[src/rtl/fifo_pkg.sv]
// Shared async-FIFO helpers: gray/binary conversion and the read-side output FSM states.
// Functions work on a fixed 32-bit carrier; callers zero-extend and slice to their pointer width.
package fifo_pkg;

  localparam int unsigned MaxPtrW = 32;

  typedef enum logic {S_EMPTY, S_VALID} rd_state_t;

  function automatic logic [MaxPtrW-1:0] bin2gray(input logic [MaxPtrW-1:0] b);
    return b ^ (b >> 1);
  endfunction

  // Upper bits must be zero; each binary bit is the XOR of all gray bits at or above it.
  function automatic logic [MaxPtrW-1:0] gray2bin(input logic [MaxPtrW-1:0] g);
    logic [MaxPtrW-1:0] b;
    b[MaxPtrW-1] = g[MaxPtrW-1];
    for (int i = MaxPtrW - 2; i >= 0; i--) begin
      b[i] = b[i+1] ^ g[i];
    end
    return b;
  endfunction

endpackage

[src/rtl/read_ptr_ctrl_if.sv]
// Read-side bus of the async FIFO: consumer handshake, synchronised write pointer,
// RAM read port and status flags.
interface read_ptr_ctrl_if #(
  parameter int unsigned ADDRSIZE = 9
);
  logic                rinc;
  logic                rready;
  logic                uf_clr;
  logic [ADDRSIZE:0]   wptr_sync;
  logic [ADDRSIZE-1:0] raddr;
  logic                rren;
  logic [ADDRSIZE:0]   rptr;
  logic                rempty;
  logic                raempty;
  logic [ADDRSIZE:0]   rcount;
  logic                rvalid;
  logic                runderflow;

  modport master (
    output rinc, rready, uf_clr, wptr_sync,
    input  raddr, rren, rptr, rempty, raempty, rcount, rvalid, runderflow
  );

  modport slave (
    input  rinc, rready, uf_clr, wptr_sync,
    output raddr, rren, rptr, rempty, raempty, rcount, rvalid, runderflow
  );
endinterface

[src/rtl/fifo_fwft_stage.sv]
// First-word-fall-through output stage: tracks whether the RAM output register holds
// an unconsumed head word.
module fifo_fwft_stage
  import fifo_pkg::*;
(
  input  logic clk_i,
  input  logic rst_ni,
  input  logic fetch_i,
  input  logic rready_i,
  output logic rvalid_o
);

  rd_state_t state_q, state_d;

  always_comb begin
    state_d = state_q;
    case (state_q)
      S_EMPTY: if (fetch_i) state_d = S_VALID;
      // A fetch alongside rready refills the head word: back-to-back streaming.
      S_VALID: if (rready_i && !fetch_i) state_d = S_EMPTY;
    endcase
  end

  always_ff @(posedge clk_i or negedge rst_ni) begin
    if (!rst_ni) state_q <= S_EMPTY;
    else         state_q <= state_d;
  end

  assign rvalid_o = (state_q == S_VALID);

endmodule

[src/rtl/read_ptr_ctrl.sv]
// Async FIFO read-side controller: gray read pointer, empty/almost-empty flags, fill count,
// sticky underflow and optional first-word-fall-through output stage.
module read_ptr_ctrl
  import fifo_pkg::*;
#(
  parameter int unsigned ADDRSIZE  = 9,
  parameter int unsigned AE_THRESH = 4,
  parameter bit          FWFT      = 1'b0
) (
  input logic            rclk,
  input logic            r_rst_n,
  read_ptr_ctrl_if.slave bus
);

  localparam int unsigned PtrW = ADDRSIZE + 1;

  logic [PtrW-1:0]    rbin_q, rbin_d;
  logic [PtrW-1:0]    rptr_q, rptr_d;
  logic [PtrW-1:0]    rcount_q, rcount_d;
  logic               rempty_q, rempty_d;
  logic               raempty_q, raempty_d;
  logic               uf_q, uf_d;
  logic               fetch;
  logic               rvalid;
  logic [PtrW-1:0]    wbin;
  logic [MaxPtrW-1:0] wbin_w, rgray_w;
  logic               unused_hi;

  if (FWFT) begin : g_fwft
    fifo_fwft_stage u_fwft_stage (
      .clk_i    (rclk),
      .rst_ni   (r_rst_n),
      .fetch_i  (fetch),
      .rready_i (bus.rready),
      .rvalid_o (rvalid)
    );
    assign fetch = !rempty_q && (!rvalid || bus.rready);
  end else begin : g_std
    assign rvalid = 1'b0;
    assign fetch  = bus.rinc && !rempty_q;
  end

  always_comb begin
    wbin_w    = gray2bin(MaxPtrW'(bus.wptr_sync));
    wbin      = wbin_w[PtrW-1:0];
    rbin_d    = rbin_q + PtrW'(fetch);
    rgray_w   = bin2gray(MaxPtrW'(rbin_d));
    rptr_d    = rgray_w[PtrW-1:0];
    rempty_d  = (rptr_d == bus.wptr_sync);
    // Modular subtraction keeps the count right across pointer wrap.
    rcount_d  = wbin - rbin_d;
    raempty_d = (MaxPtrW'(rcount_d) <= AE_THRESH);
    uf_d      = uf_q;
    if (!FWFT && bus.rinc && rempty_q) uf_d = 1'b1;
    else if (bus.uf_clr)               uf_d = 1'b0;
  end

  assign unused_hi = ^{wbin_w[MaxPtrW-1:PtrW], rgray_w[MaxPtrW-1:PtrW]};

  always_ff @(posedge rclk or negedge r_rst_n) begin
    if (!r_rst_n) begin
      rbin_q    <= '0;
      rptr_q    <= '0;
      rcount_q  <= '0;
      rempty_q  <= 1'b1;
      raempty_q <= 1'b1;
      uf_q      <= 1'b0;
    end else begin
      rbin_q    <= rbin_d;
      rptr_q    <= rptr_d;
      rcount_q  <= rcount_d;
      rempty_q  <= rempty_d;
      raempty_q <= raempty_d;
      uf_q      <= uf_d;
    end
  end

  assign bus.raddr      = rbin_q[ADDRSIZE-1:0];
  assign bus.rren       = fetch;
  assign bus.rptr       = rptr_q;
  assign bus.rempty     = rempty_q;
  assign bus.raempty    = raempty_q;
  assign bus.rcount     = rcount_q;
  assign bus.rvalid     = rvalid;
  assign bus.runderflow = uf_q;

endmodule
[src/flat_wrapper.sv]
// flat-port wrapper written by rule: the top's interface ports become plain ports
module read_ptr_ctrl_flat import fifo_pkg::*;
#(
  parameter int unsigned ADDRSIZE  = 9,
  parameter int unsigned AE_THRESH = 4,
  parameter bit          FWFT      = 1'b0
)
  (rclk, r_rst_n, bus_rinc, bus_rready, bus_uf_clr, bus_wptr_sync, bus_raddr, bus_rren, bus_rptr, bus_rempty, bus_raempty, bus_rcount, bus_rvalid, bus_runderflow);
  read_ptr_ctrl_if #(.ADDRSIZE(ADDRSIZE)) bus_i ();
  input logic rclk;
  input logic r_rst_n;
  input wire logic [$bits(bus_i.rinc)-1:0] bus_rinc;
  input wire logic [$bits(bus_i.rready)-1:0] bus_rready;
  input wire logic [$bits(bus_i.uf_clr)-1:0] bus_uf_clr;
  input wire logic [$bits(bus_i.wptr_sync)-1:0] bus_wptr_sync;
  output wire logic [$bits(bus_i.raddr)-1:0] bus_raddr;
  output wire logic [$bits(bus_i.rren)-1:0] bus_rren;
  output wire logic [$bits(bus_i.rptr)-1:0] bus_rptr;
  output wire logic [$bits(bus_i.rempty)-1:0] bus_rempty;
  output wire logic [$bits(bus_i.raempty)-1:0] bus_raempty;
  output wire logic [$bits(bus_i.rcount)-1:0] bus_rcount;
  output wire logic [$bits(bus_i.rvalid)-1:0] bus_rvalid;
  output wire logic [$bits(bus_i.runderflow)-1:0] bus_runderflow;
  assign bus_i.rinc = bus_rinc;
  assign bus_i.rready = bus_rready;
  assign bus_i.uf_clr = bus_uf_clr;
  assign bus_i.wptr_sync = bus_wptr_sync;
  assign bus_raddr = bus_i.raddr;
  assign bus_rren = bus_i.rren;
  assign bus_rptr = bus_i.rptr;
  assign bus_rempty = bus_i.rempty;
  assign bus_raempty = bus_i.raempty;
  assign bus_rcount = bus_i.rcount;
  assign bus_rvalid = bus_i.rvalid;
  assign bus_runderflow = bus_i.runderflow;
  read_ptr_ctrl #(.ADDRSIZE(ADDRSIZE), .AE_THRESH(AE_THRESH), .FWFT(FWFT)) u_core (.rclk(rclk), .r_rst_n(r_rst_n), .bus(bus_i));
endmodule
[config.mk]
export PLATFORM = sky130hd
export DESIGN_NAME = read_ptr_ctrl_flat
export DESIGN_NICKNAME = d
export VERILOG_FILES = /design/src/rtl/fifo_pkg.sv /design/src/rtl/read_ptr_ctrl_if.sv /design/src/rtl/fifo_fwft_stage.sv /design/src/rtl/read_ptr_ctrl.sv /design/src/flat_wrapper.sv
export SDC_FILE = /design/constraint.sdc
export NUM_CORES = 1
export LEC_CHECK = 0
export ABC_AREA = 1
export CAP_MARGIN = 20
export CORE_MARGIN = 4
export CORE_UTILIZATION = 47
export CTS_CLUSTER_SIZE = 8
export DETAILED_ROUTE_END_ITERATION = 12
export PLACE_DENSITY_LB_ADDON = 0.15
export SKIP_LAST_GASP = 1
export SYNTH_ARGS = -nofsm -noshare
export SYNTH_HDL_FRONTEND = slang
export SYNTH_SLANG_ARGS = --single-unit
export TNS_END_PERCENT = 1
[constraint.sdc]
create_clock -name rclk -period 5.7 [get_ports rclk]
set_input_delay 1.14 -clock rclk [delete_from_list [all_inputs] [get_ports rclk]]
set_output_delay 1.14 -clock rclk [all_outputs]
set_load 0.005 [all_outputs]
### After elaboration in Yosys (flattened, before gate mapping)

Index checks and enable logic that the tools add are counted.

| storage, ports and cells | value |
|---|---|
| register bits | 33 |
| output and inout bits | 34 |
| word-level logic and storage cells | 26 |

| operators by class | value |
|---|---|
| $add $sub $neg | 2 |
| magnitude comparators | 1 |
| equal/unequal tests | 1 |
| multiplexer cells | 2 |
| bitwise operators | 10 |
| reduce and logical (&&, ||, !) cells | 4 |

Operator list:

| operator | number |
|---|---|
| 10-bit by 1-bit adder with 10-bit output | 1 |
| 10-bit == test | 1 |
| 10-bit by 3-bit <= comparator with 1-bit output, second input constant | 1 |
| 10-bit subtractor | 1 |
| 10-bit by 9-bit XOR with 10-bit output | 1 |
| 1-bit XOR | 9 |
| 1-bit logical AND | 2 |
| 1-bit two-way mux | 2 |
| 2-bit nonzero test | 1 |
| 1-bit zero test | 1 |

### Logic depth before layout (Yosys ltp)

Gate-level depths: netlist of run 1.

| logic depth | value |
|---|---|
| word-level depth | 11 |
| depth in mapped cells | 26 |
| mapped depth without buffers | 26 |

### Least setup slack after synthesis of run 1

No wires, ideal clock.

| timing path | value |
|---|---|
| kind | input to register |
| start point | in bus_wptr_sync[8] |
| end point | reg u_core.raempty_q, in the netlist u_core.bus.raempty |
| library setup time | 67 ps |
| data arrival time | 3,771 ps |
| required time | 5,633 ps |
| slack | 1,862 ps |
| stages | 20 |
| buffers on the path | 0 |
| cells stage by stage | inv_1 > nand2_1 > nand3_2 > nand3_1 > nand3_1 > nand3_2 > nand3_1 > nand3_1 > nand2_2 > nand2_2 > nand3_1 > nand2_1 > ha_1 > fa_1 > o21ai_0 > xor2_1 > a211o_1 > nor3_1 > nand3_1 > nor2_1 |

| between the ends | value |
|---|---|
| longest elaborated chain between the ends | 11 |

Ends and longest elaborated chain:

| item | RTL line | text |
|---|---|---|
| start: declaration | flat_wrapper.sv:15 | `input wire logic [$bits(bus_i.wptr_sync)-1:0] bus_wptr_sync;` |
| 1-bit XOR * (5 in series) | fifo_pkg.sv:18 | `b[i] = b[i+1] ^ g[i];` |
| 1-bit XOR (4 in series) | fifo_pkg.sv:18 |  |
| 10-bit subtractor * | read_ptr_ctrl.sv:51 | `rcount_d = wbin - rbin_d;` |
| named net u_core.rcount_d[4] | read_ptr_ctrl.sv:19 | `logic [PtrW-1:0] rcount_q, rcount_d;` |
| 10-bit by 3-bit <= comparator with 1-bit output * | read_ptr_ctrl.sv:52 | `raempty_d = (MaxPtrW'(rcount_d) <= AE_THRESH);` |
| named net u_core.raempty_d | read_ptr_ctrl.sv:21 | `logic raempty_q, raempty_d;` |
| end signal: assignment | read_ptr_ctrl.sv:73 | `raempty_q <= raempty_d;` |
| end: declaration | read_ptr_ctrl.sv:21 |  |

The timed path passes the listed nets; every way through them passes the cells marked *.
A chain may end at the register's enable or synchronous reset.

### Worst setup path after layout of run 1

Ends and elaborated chain as after synthesis.

==> Implementation_results.wiki, run 1 <==
{| class="wikitable"
! Metric !! Value
|-
| Ratio of cells with drive above 1 in the final layout || 0.137
|-
| Global-route usage over all layers || 0.175
|-
| Post-detail-place hpwl || 3200 um
|-
| Overall die area || 5290 um^2
|-
| Library cell appearing most often on the critical path || nand3_1
|-
| DRC errors left || 0
|-
| Num ports || 49
|-
| Number of buffers inserted during clock tree synthesis || 5
|-
| Die span in x || 72.7 um
|-
| Count of flip-flops with a built-in enable after synthesis || 0
|-
| Sequential-to-total area share from yosys stat || 0.408
|-
| Setup total negative slack || 0 ns
|-
| Cells along the critical path || clkdlybuf4s50_1 -> inv_1 -> nand2_1 -> nand3_2 -> nand3_1 -> nand3_1 -> nand3_2 -> nand2_2 -> nand2_2 -> nand3_1 -> nand2_2 -> nand2_2 -> nand3_1 -> nand2_1 -> ha_1 -> fa_1 -> o21ai_0 -> xor2_1 -> a211o_1 -> nor3_1 -> nand3_1 -> nor2_1
|-
| Clock insertion delay at the later pin of the skew report || 0.28 ns
|-
| Endpoint of the lowest-slack register-to-register path || u_core.bus.raempty
|-
| Portion of the clock cycle consumed by the worst path in the final layout || 0.788
|-
| Unrepaired setup endpoints after global routing || false
|-
| Final number of max-transition violations || 0
|-
| Crit Path Category || primary input to flop
|-
| Area growth from synthesis to final layout || 31.4%
|-
| WL/cell || 11.8 um
|-
| Count of unique library cells instantiated by Yosys || 30
|-
| Remaining antenna violation count after routing || 0
|-
| Required time at the endpoint of the critical path || 5.92 ns
|-
| Vias in the first global route || 1588
|-
| Number of DRC markers after the initial detailed-route iteration || 59
|-
| Buffers inserted by post-CTS timing repair || 0
|-
| Drt pass-1 iters || 4
|-
| Post-cts gate resize count || 0
|-
| CTS H-Tree Depth || 2
|-
| Post-Syn Area per Cell || 8.27 um^2
|-
| Reg2reg path depth || 13
|-
| Seq cells post-synth || 32
|-
| Hold path startpoint || u_core.bus.runderflow
|-
| Net count after synthesis || 265
|-
| Cell area after synthesis || 1970 um^2
|-
| Maximum VDD drop || 0.300 mV
|-
| Final hold violation count || 0
|-
| Power density cells || 567 nW/um^2
|-
| Top cell types by occurrence after synthesis || nand2_1, inv_1, dfrtp_1, nand3_1, nand2_2
|-
| Post-layout total power || 1470 uW
|-
| Number of antenna cells inserted || 0
|-
| Crit path arrival time || 4.71 ns
|-
| Core utilization of the finished layout || 0.643
|-
| Via density per instance || 4.82
|-
| Result of the run || completed
|-
| CP Launch Type || primary input
|-
| Hold-critical path endpoint || u_core.bus.runderflow
|-
| Max stage delay on crit path || 0.53 ns
|-
| Static power due to leakage || 0.00130 uW
|-
| Vias post-DR || 1643
|-
| Wire length after detailed routing || 4030 um
|-
| Gate count of the mapped netlist || 238
|-
| Final period demand of the worst path || 4.49 ns
|-
| Most common flop cell mapped by yosys || dfrtp_1
|-
| Total of max-cap violations || 0
|-
| Antenna violations before repair || 0
|-
| Library cell contributing the largest single delay on the critical path || clkdlybuf4s50_1
|-
| Post-CTS Hold Fix Bufs || 0
|-
| TritonCTS sink count || 32
|-
| Cell types with the largest area share after synthesis || dfrtp_1, nand2_1, ha_1
|-
| Clock Skew || 0.00797 ns
|-
| Ys async rst share || 1.00
|-
| Worst Setup End Kind || flop
|-
| Core box area || 4030 um^2
|-
| Setup Viol. Count Final || 0
|-
| Gpl congestion || 0.829
|-
| Largest net degree at the start of global routing || 33
|-
| PortBufs || 46
|-
| Starting density of the core || 0.489
|-
| Maximum net fanout on the critical path || 4
|-
| Path type of the worst min-delay path || flop to flop
|-
| Area leader, netlist || dfrtp_1
|-
| Number of standard-cell rows in the floorplan || 23
|-
| CTS tree || done
|-
| Number of warnings printed during yosys synthesis || 0
|-
| Buffer depth of the longest clock path || 2
|-
| Leading cell type by number of instances after synthesis || nand2_1
|-
| Hold-critical path depth || 2
|-
| FF-to-FF setup slack || 2.72 ns
|-
| Die Ht || 72.7 um
|-
| Reg clk slew, reported paths || 0.06 ns
|-
| Highest clock rate || 223 MHz
|-
| Overall overflow remaining after global route || 0
|-
| Clock root cell || clkbuf_8
|-
| Global-route wire length before repair || 7090 um
|-
| Fraction of post-synthesis cell area in the top cell type by area || 0.381
|-
| Final Net Count || 318
|-
| Worst r2r src || u_core.bus.rempty
|}
[critical path, delay by kind of cell]
kind                       cells  cell delay, ns
buffers and inverters          2            0.63
xor gates and xnor gates       1            0.16
and+or+nand+nor               15            1.54
adders and majority gates      2            0.63
AOI/OAI and AO/OA              2            0.60
[report_power, final]
group / internal [uW] / total (uW) / switching (uW)
registers: 342 / 391 / 48.9
clock network: 107 / 185 / 77.5
logic: 423 / 893 / 471
total: 872 / 1470 / 597
[worst max path at each step]
stage	from	end	cells past startpoint
6_report	bus_wptr_sync[8]	u_core.bus.raempty	22
5_1_grt	bus_wptr_sync[8]	u_core.bus.raempty	22
4_1_cts	bus_wptr_sync[8]	u_core.bus.raempty	22
3_5_place_dp	bus_wptr_sync[8]	u_core.bus.raempty	22
3_3_place_gp	bus_wptr_sync[8]	u_core.bus.raempty	20
2_1_floorplan	bus_wptr_sync[8]	u_core.bus.raempty	20
[layout make-up]
type,count,area (um^2)
well taps,50,62.6
fillers,366,1440
inverters,40,150
repair buffers,47,468
clock buffers,7,96.3
multi-input cells,165,1010
flip-flops and latches,32,803
[kinds of logic after synthesis]
| group | after synthesis | synth area share |
|---|---|---|
| simple gates | 109 | 0.267 |
| buf+inv | 41 | 0.0801 |
| flops | 32 | 0.408 |
| compound gates | 23 | 0.0699 |
| xor+xnor | 20 | 0.0928 |
| fa+ha+maj | 12 | 0.0801 |
| other cells | 1 | 0.00190 |
[per-layer routing]
layer	GRT usage	up-vias	wire [um]
met4	0.0881	0	107
met2	0.271	36	1870
met1	0.224	739	1850
met5	0	-	0
met3	0.0496	10	197
li1	-	858	-
[layout by cell type, fill, tap and decap left out, types with 2 or more instances in the layout]
master           count
xnor2_1              4
or2_1                2
inv_1               36
nand4_1              2
inv_2                4
clkdlybuf4s50_1     46
dfstp_2              2
o21ai_0              6
o211ai_1             2
nand2_1             42
dfrtp_1             30
a21oi_1              9
nand3_1             24
ha_1                11
nand3_2              4
xor2_1              15
clkbuf_8             7
nand2_2             17
nor3_1               2
o21ai_2              2
nor2_1              13
[sequential cells by signal (all words and copies together) (netlist names)]
| signal | flops |
|---|---|
| u_core.bus.rcount | 10 |
| u_core.rbin_q | 10 |
| u_core.bus.rptr | 9 |
| u_core.bus.raempty | 1 |
| u_core.bus.rempty | 1 |
| u_core.bus.runderflow | 1 |
[metrics by stage]
stage	hold slack [ns]	setup slack, ns	instance area, um^2	instances
2_1_floorplan	0.507	1.86	1970	238
3_3_place_gp	0.515	0.938	2490	334
3_5_place_dp	0.517	0.930	2490	334
4_1_cts	0.532	1.20	2590	341
5_1_grt	0.583	0.834	2590	341
6_report	0.525	1.21	2590	341
Power figures use the tool's default switching activity.
==> inputs of run 2 (changes only) <==
==> constraint.sdc (replaced) <==
create_clock -name rclk -period 4.65 [get_ports rclk]
set_input_delay 0.93 -clock rclk [delete_from_list [all_inputs] [get_ports rclk]]
set_output_delay 0.93 -clock rclk [all_outputs]
set_load 0.005 [all_outputs]
==> run 2 against run 1 <==
Effect of this change:
- first-iteration DRC count rose by 14%
- count of clock-buffer cells in the layout decreased by 1
- sequential power is 23% higher
- final cell count grew 0.29%
- largest cell class unchanged
- via count grew 1.5%
- utilization rose by 0.28 points
- critical endpoint unchanged
- hold slack is essentially flat
- global-route usage fell by 0.62 points
- clock skew is 0.0025 ns lower
- die area is the same
==> Implementation_results.wiki, run 2 (same netlist as run 1, synthesis figures left out) <==
{| class="wikitable"
! Metric !! Value
|-
| Result of the run || completed
|-
| FF-to-FF setup slack || 1.70 ns (-1.02 ns)
|-
| Hold-critical path depth || 2 (unchanged)
|-
| Hold-critical path endpoint || u_core.bus.runderflow
|-
| Register cell area after layout || 803 um^2 (unchanged)
|-
| Crit Path Category || primary input to flop
|-
| Drt pass-1 iters || 4 (unchanged)
|-
| Via density per instance || 4.87 (+1.2%)
|-
| Fill count || 367 (+0.27%)
|-
| Buffer depth of the longest clock path || 2 (unchanged)
|-
| Power density cells || 705 nW/um^2 (+24%)
|-
| Static power due to leakage || 0.00130 uW (+0.38%)
|-
| Antenna violations before repair || 0 (unchanged)
|-
| Final Net Count || 318 (unchanged)
|-
| # placed instances || 334 (unchanged)
|-
| Buffers & Inverters on Critical Path || 2 (unchanged)
|-
| Remaining antenna violation count after routing || 0 (unchanged)
|-
| DP Worst Slack || 0.0556 ns (-0.874 ns)
|-
| Worst Setup End Kind || flop
|-
| Delay-heaviest family, CP || simple AND/OR/NAND/NOR gates
|-
| Buffers inserted by post-CTS timing repair || 0 (unchanged)
|-
| Clock root cell || clkbuf_8
|-
| Crit path arrival time || 4.44 ns (-0.27 ns)
|-
| Final hold violation count || 0 (unchanged)
|-
| Portion of the clock cycle consumed by the worst path in the final layout || 0.909
|-
| Commonest cells after routing, fill and taps aside || clkdlybuf4s50_1, nand2_1, inv_1
|-
| Largest net degree at the start of global routing || 33 (unchanged)
|-
| DRC errors left || 0 (unchanged)
|-
| Number of buffers inserted during clock tree synthesis || 5 (unchanged)
|-
| Ratio of cells with drive above 1 in the final layout || 0.137 (-0.000471)
|-
| Path type of the worst min-delay path || flop to flop
|-
| Max stage delay on crit path || 0.54 ns (about the same)
|-
| Global-route wire length before repair || 6980 um (-1.5%)
|-
| Multi-input combinational cell area || 1010 um^2 (unchanged)
|-
| Global-route usage over all layers || 0.169 (-0.00619)
|-
| Die Ht || 72.7 um (unchanged)
|-
| Hold path startpoint || u_core.bus.runderflow
|-
| Wire length after detailed routing || 4050 um (+0.60%)
|-
| Library cell contributing the largest single delay on the critical path || clkdlybuf4s50_1
|-
| CTS H-Tree Depth || 2 (unchanged)
|-
| Final critical-path setup slack || 0.425 ns (-0.781 ns)
|-
| Maximum net fanout on the critical path || 4 (unchanged)
|-
| Highest clock rate || 237 MHz
|-
| Number of DRC markers after the initial detailed-route iteration || 67 (+14%)
|-
| Num ports || 49 (unchanged)
|-
| Overall die area || 5290 um^2 (unchanged)
|-
| Post-CTS Hold Fix Bufs || 0 (unchanged)
|-
| Launching instance or port of the critical path || bus_wptr_sync[8]
|-
| Cells along the critical path || clkdlybuf4s50_1 -> inv_1 -> nand2_1 -> nand3_2 -> nand3_1 -> nand3_1 -> nand3_2 -> nand3_1 -> nand3_1 -> nand3_1 -> nand3_1 -> nand2_1 -> ha_1 -> fa_1 -> o21ai_1 -> xor2_1 -> a211o_1 -> nor3_1 -> nand3_1 -> nor2_1
|-
| Core box area || 4030 um^2 (unchanged)
|-
| TritonCTS sink count || 32 (unchanged)
|-
| Clock insertion delay at the later pin of the skew report || 0.28 ns (about the same)
|-
| Worst r2r src || u_core.bus.rempty
|-
| PortBufs || 46 (unchanged)
|-
| Post-detail-place hpwl || 3250 um (+1.5%)
|-
| Maximum VDD drop || 0.368 mV (+23%)
|-
| Post-cts gate resize count || 0 (unchanged)
|-
| Gpl congestion || 0.865 (+4.3%)
|-
| Starting density of the core || 0.489 (unchanged)
|-
| Endpoint of the lowest-slack register-to-register path || u_core.bus.raempty
|-
| Required time at the endpoint of the critical path || 4.86 ns (-1.06 ns)
|-
| Number of antenna cells inserted || 0 (unchanged)
|-
| Reg2reg path depth || 13 (unchanged)
|-
| Setup Viol. Count Final || 0 (unchanged)
|-
| Number of standard-cell rows in the floorplan || 23 (unchanged)
|-
| CP Launch Type || primary input
|-
| Overall overflow remaining after global route || 0 (unchanged)
|-
| Reg clk slew, reported paths || 0.07 ns (about the same)
|-
| Setup total negative slack || 0 ns (unchanged)
|-
| Vias post-DR || 1667 (+1.5%)
|-
| Non-filler cells, final || 342 (+0.29%)
|-
| Total of max-cap violations || 0 (unchanged)
|-
| WL/cell || 11.8 um (+0.30%)
|-
| Die span in x || 72.7 um (unchanged)
|-
| Final number of max-transition violations || 0 (unchanged)
|-
| Clock Skew || 0.00547 ns (-0.00251 ns)
|-
| CTS tree || done
|-
| Area growth from synthesis to final layout || 32.0%
|-
| Vias in the first global route || 1642 (+3.4%)
|-
| Library cell appearing most often on the critical path || nand3_1
|-
| Unrepaired setup endpoints after global routing || false
|-
| Final period demand of the worst path || 4.23 ns
|-
| Most common cell after layout, fill and taps aside || clkdlybuf4s50_1
|}
run 2: changes by cell type in the layout (fill, tap and decap cells not counted):
cell / previous run / this run
clkbuf_8: 7 / 5
clkbuf_1: 0 / 1
o21ai_1: 1 / 2
clkinv_2: 0 / 1
bufinv_16: 0 / 1
o21ai_0: 6 / 5
run 2: worst register-to-register path: stages (launching register included):
cell,delay [ns]
dfstp_2,0.54
nor2_1,0.06
ha_1,0.24
ha_1,0.22
or2_2,0.30
nand2_2,0.12
ha_1,0.30
a21oi_1,0.20
nand2_1,0.09
xor2_1,0.16
a211o_1,0.27
nor3_1,0.19
nand3_1,0.09
nor2_1,0.10
run 2: final cells by class:
| type | count | area share |
|---|---|---|
| well taps | 50 | 0.0241 |
| multi-input cells | 165 | 0.388 |
| clock inverters | 2 | 0.0135 |
| clock buffers | 6 | 0.0279 |
| repair buffers | 47 | 0.180 |
| inverters | 40 | 0.0577 |
| flip-flops and latches | 32 | 0.309 |
run 2: report_power, final:
group	internal, uW	total, uW	switching [uW]
logic	518	1100	578
registers	419	481	62.2
clock network	159	255	96.3
run 2: worst max path at each step:
| stage | endpoint | slack (ns) | cells after the start |
|---|---|---|---|
| 3_3_place_gp | u_core.bus.raempty | 0.10 | 20 |
| 3_5_place_dp | u_core.bus.raempty | 0.06 | 22 |
| 6_report | u_core.bus.raempty | 0.42 | 20 |
| 2_1_floorplan | u_core.bus.raempty | 1.02 | 20 |
| 5_1_grt | u_core.bus.raempty | 0.06 | 24 |
| 4_1_cts | u_core.bus.raempty | 0.31 | 20 |
run 2: through the flow:
step / power [uW] / area (um^2) / hold slack, ns / util
2_1_floorplan: 1160 / 1970 / 0.507 / -
3_3_place_gp: 1560 / 2490 / 0.515 / 0.619
3_5_place_dp: 1580 / 2490 / 0.517 / 0.619
4_1_cts: 1850 / 2600 / 0.533 / 0.645
5_1_grt: 2020 / 2600 / 0.575 / 0.645
6_report: 1830 / 2600 / 0.525 / 0.645
run 2: metal layers:
metal / vias up / share of wire / GRT usage
li1: 856 / - / -
met2: 27 / 0.50 / 0.295
met1: 779 / 0.46 / 0.206
met4: 0 / 0.011 / 0.0717
met5: - / 0 / 0
met3: 5 / 0.033 / 0.0262
==> inputs of run 3 (changes only) <==
--- a/config.mk
+++ b/config.mk
@@ -11,7 +11,7 @@
 export CORE_UTILIZATION = 47
 export CTS_CLUSTER_SIZE = 8
 export DETAILED_ROUTE_END_ITERATION = 12
-export PLACE_DENSITY_LB_ADDON = 0.15
+export PLACE_DENSITY = 0.77
 export SKIP_LAST_GASP = 1
 export SYNTH_ARGS = -nofsm -noshare
 export SYNTH_HDL_FRONTEND = slang
==> run 3 against run 2 <==
Effect of this change:
- wire length is 0.64% lower
- die area stayed put
- critical path depth is 2 higher
- worst setup slack worse by 0.068 ns
- count of clock-buffer cells in the layout stayed put
==> Implementation_results.wiki, run 3 (same netlist as run 1, synthesis figures left out) <==
{| class="wikitable"
! Metric !! Value
|-
| Clock Skew || 0.00841 ns (+0.00295 ns)
|-
| Met3 wirelength from detailed routing || 192 um (+43%)
|-
| Non-filler cells, final || 342 (unchanged)
|-
| Gpl congestion || 0.803 (-7.2%)
|-
| Post-CTS Hold Fix Bufs || 0 (unchanged)
|-
| Sequential power share || 0.260 (-0.003)
|-
| Die Ht || 72.7 um (unchanged)
|-
| Final Net Count || 318 (unchanged)
|-
| Final period demand of the worst path || 4.29 ns (+0.0683 ns)
|-
| # placed instances || 334 (unchanged)
|-
| Hold-critical path depth || 2 (unchanged)
|-
| Top routing layer in use || met4
|-
| Cell Int Power || 1090 uW (-0.14%)
|-
| Comb power frac || 0.598 (about the same)
|-
| Maximum VDD drop || 0.349 mV (-5.3%)
|-
| Post-cts gate resize count || 0 (unchanged)
|-
| Maximum net fanout on the critical path || 4 (unchanged)
|-
| Overall overflow remaining after global route || 0 (unchanged)
|-
| Clock root cell || clkbuf_8
|-
| Ratio of cells with drive above 1 in the final layout || 0.137 (unchanged)
|-
| Crit Path Category || primary input to flop
|-
| Vias in the first global route || 1714 (+4.4%)
|-
| Starting density of the core || 0.489 (unchanged)
|-
| CTS H-Tree Depth || 2 (unchanged)
|-
| Met2 Wirelength || 2030 um (+0.15%)
|-
| Core box area || 4030 um^2 (unchanged)
|-
| Required time at the endpoint of the critical path || 4.86 ns (about the same)
|-
| Wire length after detailed routing || 4030 um (-0.64%)
|-
| Portion of the clock cycle consumed by the worst path in the final layout || 0.923 (+0.0147)
|-
| Final number of max-transition violations || 0 (unchanged)
|-
| Power density cells || 707 nW/um^2 (+0.32%)
|-
| Number of antenna cells inserted || 0 (unchanged)
|-
| Crit path arrival time || 4.50 ns (+0.06 ns)
|-
| WL/cell || 11.8 um (-0.64%)
|-
| Vias post-DR || 1668 (+0.060%)
|-
| Buffers inserted by post-CTS timing repair || 0 (unchanged)
|-
| Global-route usage over all layers || 0.168 (-0.000775)
|-
| Final hold violation count || 0 (unchanged)
|-
| Global-route wire length before repair || 6950 um (-0.49%)
|-
| Num ports || 49 (unchanged)
|-
| Unrepaired setup endpoints after global routing || false
|-
| Via density per instance || 4.88 (about the same)
|-
| Reg clk slew, reported paths || 0.07 ns (about the same)
|-
| Switching component of the power || 744 uW (+1.0%)
|-
| Total of max-cap violations || 0 (unchanged)
|-
| Number of buffers inserted during clock tree synthesis || 5 (unchanged)
|-
| Area growth from synthesis to final layout || 32.0% (unchanged)
|-
| Most common cell after layout, fill and taps aside || clkdlybuf4s50_1
|-
| Worst Setup End Kind || flop
|-
| Die span in x || 72.7 um (unchanged)
|-
| Highest clock rate || 233 MHz (-1.6%)
|-
| Setup Viol. Count Final || 0 (unchanged)
|-
| CP Launch Type || primary input
|-
| Drt pass-1 iters || 4 (unchanged)
|-
| Final Hold Slack || 0.523 ns (-0.00146 ns)
|-
| PortBufs || 46 (unchanged)
|-
| Static power due to leakage || 0.00130 uW (about the same)
|-
| Reg2reg path depth || 13 (unchanged)
|-
| Switching Fraction || 0.405 (+0.00274)
|-
| DRC errors left || 0 (unchanged)
|-
| Post-detail-place hpwl || 3200 um (-1.5%)
|-
| Remaining antenna violation count after routing || 0 (unchanged)
|-
| Commonest cells after routing, fill and taps aside || clkdlybuf4s50_1, nand2_1, inv_1
|-
| Buffer depth of the longest clock path || 2 (unchanged)
|-
| Core utilization of the finished layout || 0.645 (unchanged)
|-
| Result of the run || completed
|-
| CTS tree || done
|-
| Clk pwr share || 0.142 (+0.003)
|-
| Number of standard-cell rows in the floorplan || 23 (unchanged)
|-
| Overall die area || 5290 um^2 (unchanged)
|-
| Setup total negative slack || 0 ns (unchanged)
|-
| Dpl cell area || 2490 um^2 (unchanged)
|-
| Path type of the worst min-delay path || flop to flop
|-
| TritonCTS sink count || 32 (unchanged)
|-
| Sum of routed wire segments on met1 || 1750 um (-5.3%)
|-
| Finished layout cell area || 2600 um^2 (unchanged)
|-
| Largest net degree at the start of global routing || 33 (unchanged)
|-
| Antenna violations before repair || 0 (unchanged)
|-
| Number of DRC markers after the initial detailed-route iteration || 48 (-28%)
|-
| Clock insertion delay at the later pin of the skew report || 0.28 ns (about the same)
|}
-- run 3: cell counts in the layout (fill, tap and decap cells not counted) --
Identical to the previous run, type by type.
-- run 3: path summary, 6_finish.rpt --
path | from | end | slack (ns)
hold reg to reg | u_core.bus.runderflow | u_core.bus.runderflow | 0.52
setup reg to reg | u_core.bus.rempty | u_core.bus.raempty | 1.66
max in group asynchronous | r_rst_n | u_core.bus.raempty | 3.29
min in group asynchronous | r_rst_n | u_core.bus.rptr[8] | 1.04
hold / removal | u_core.bus.runderflow | u_core.bus.runderflow | 0.52
setup / recovery | bus_wptr_sync[9] | u_core.bus.raempty | 0.36
-- run 3: cell type report --
class / count / area, um^2
clock buffer: 6 / 72.6
clock inverter: 2 / 35.0
fill: 368 / 1430
inverter: 40 / 150
multi-input combinational: 165 / 1010
sequential: 32 / 803
tap: 50 / 62.6
timing repair buffer: 47 / 468
-- run 3: routing by layer --
metal	vias up	global-route usage
met5	-	0
met4	0	0.0820
met3	5	0.0358
met2	32	0.296
met1	775	0.192
li1	856	-
-- run 3: worst max-delay path, stage by stage --
cell and delay, ns:
clkdlybuf4s50_1 0.56, inv_2 0.05, nand2_1 0.09, nand3_2 0.11
nand2_2 0.10, nand2_2 0.07, nand3_1 0.11, nand3_2 0.11
nand3_1 0.14, nand3_1 0.15, nand2_2 0.12, nand2_2 0.06
nand3_1 0.06, nand2_1 0.05, ha_1 0.22, fa_1 0.40
o21ai_0 0.36, xor2_1 0.17, a211o_1 0.26, nor3_1 0.19
nand3_1 0.09, nor2_1 0.10
-- run 3: power groups by stage --
| stage | Combinational [uW] | Sequential [uW] | Clock (uW) |
|---|---|---|---|
| 5_1_grt | 1230 | 495 | 281 |
| 3_5_place_dp | 1090 | 483 | 0 |
| 4_1_cts | 1110 | 480 | 269 |
| 3_3_place_gp | 1070 | 483 | 0 |
| 2_1_floorplan | 666 | 496 | 0 |
| 6_report | 1100 | 478 | 261 |
-- run 3: through the flow --
stage | total power, uW | setup WS (ns)
global route | 2010 | 0.0341
floorplan | 1160 | 1.02
detailed placement | 1580 | 0.0727
finish | 1840 | 0.357
CTS | 1860 | 0.344
global placement | 1560 | 0.118
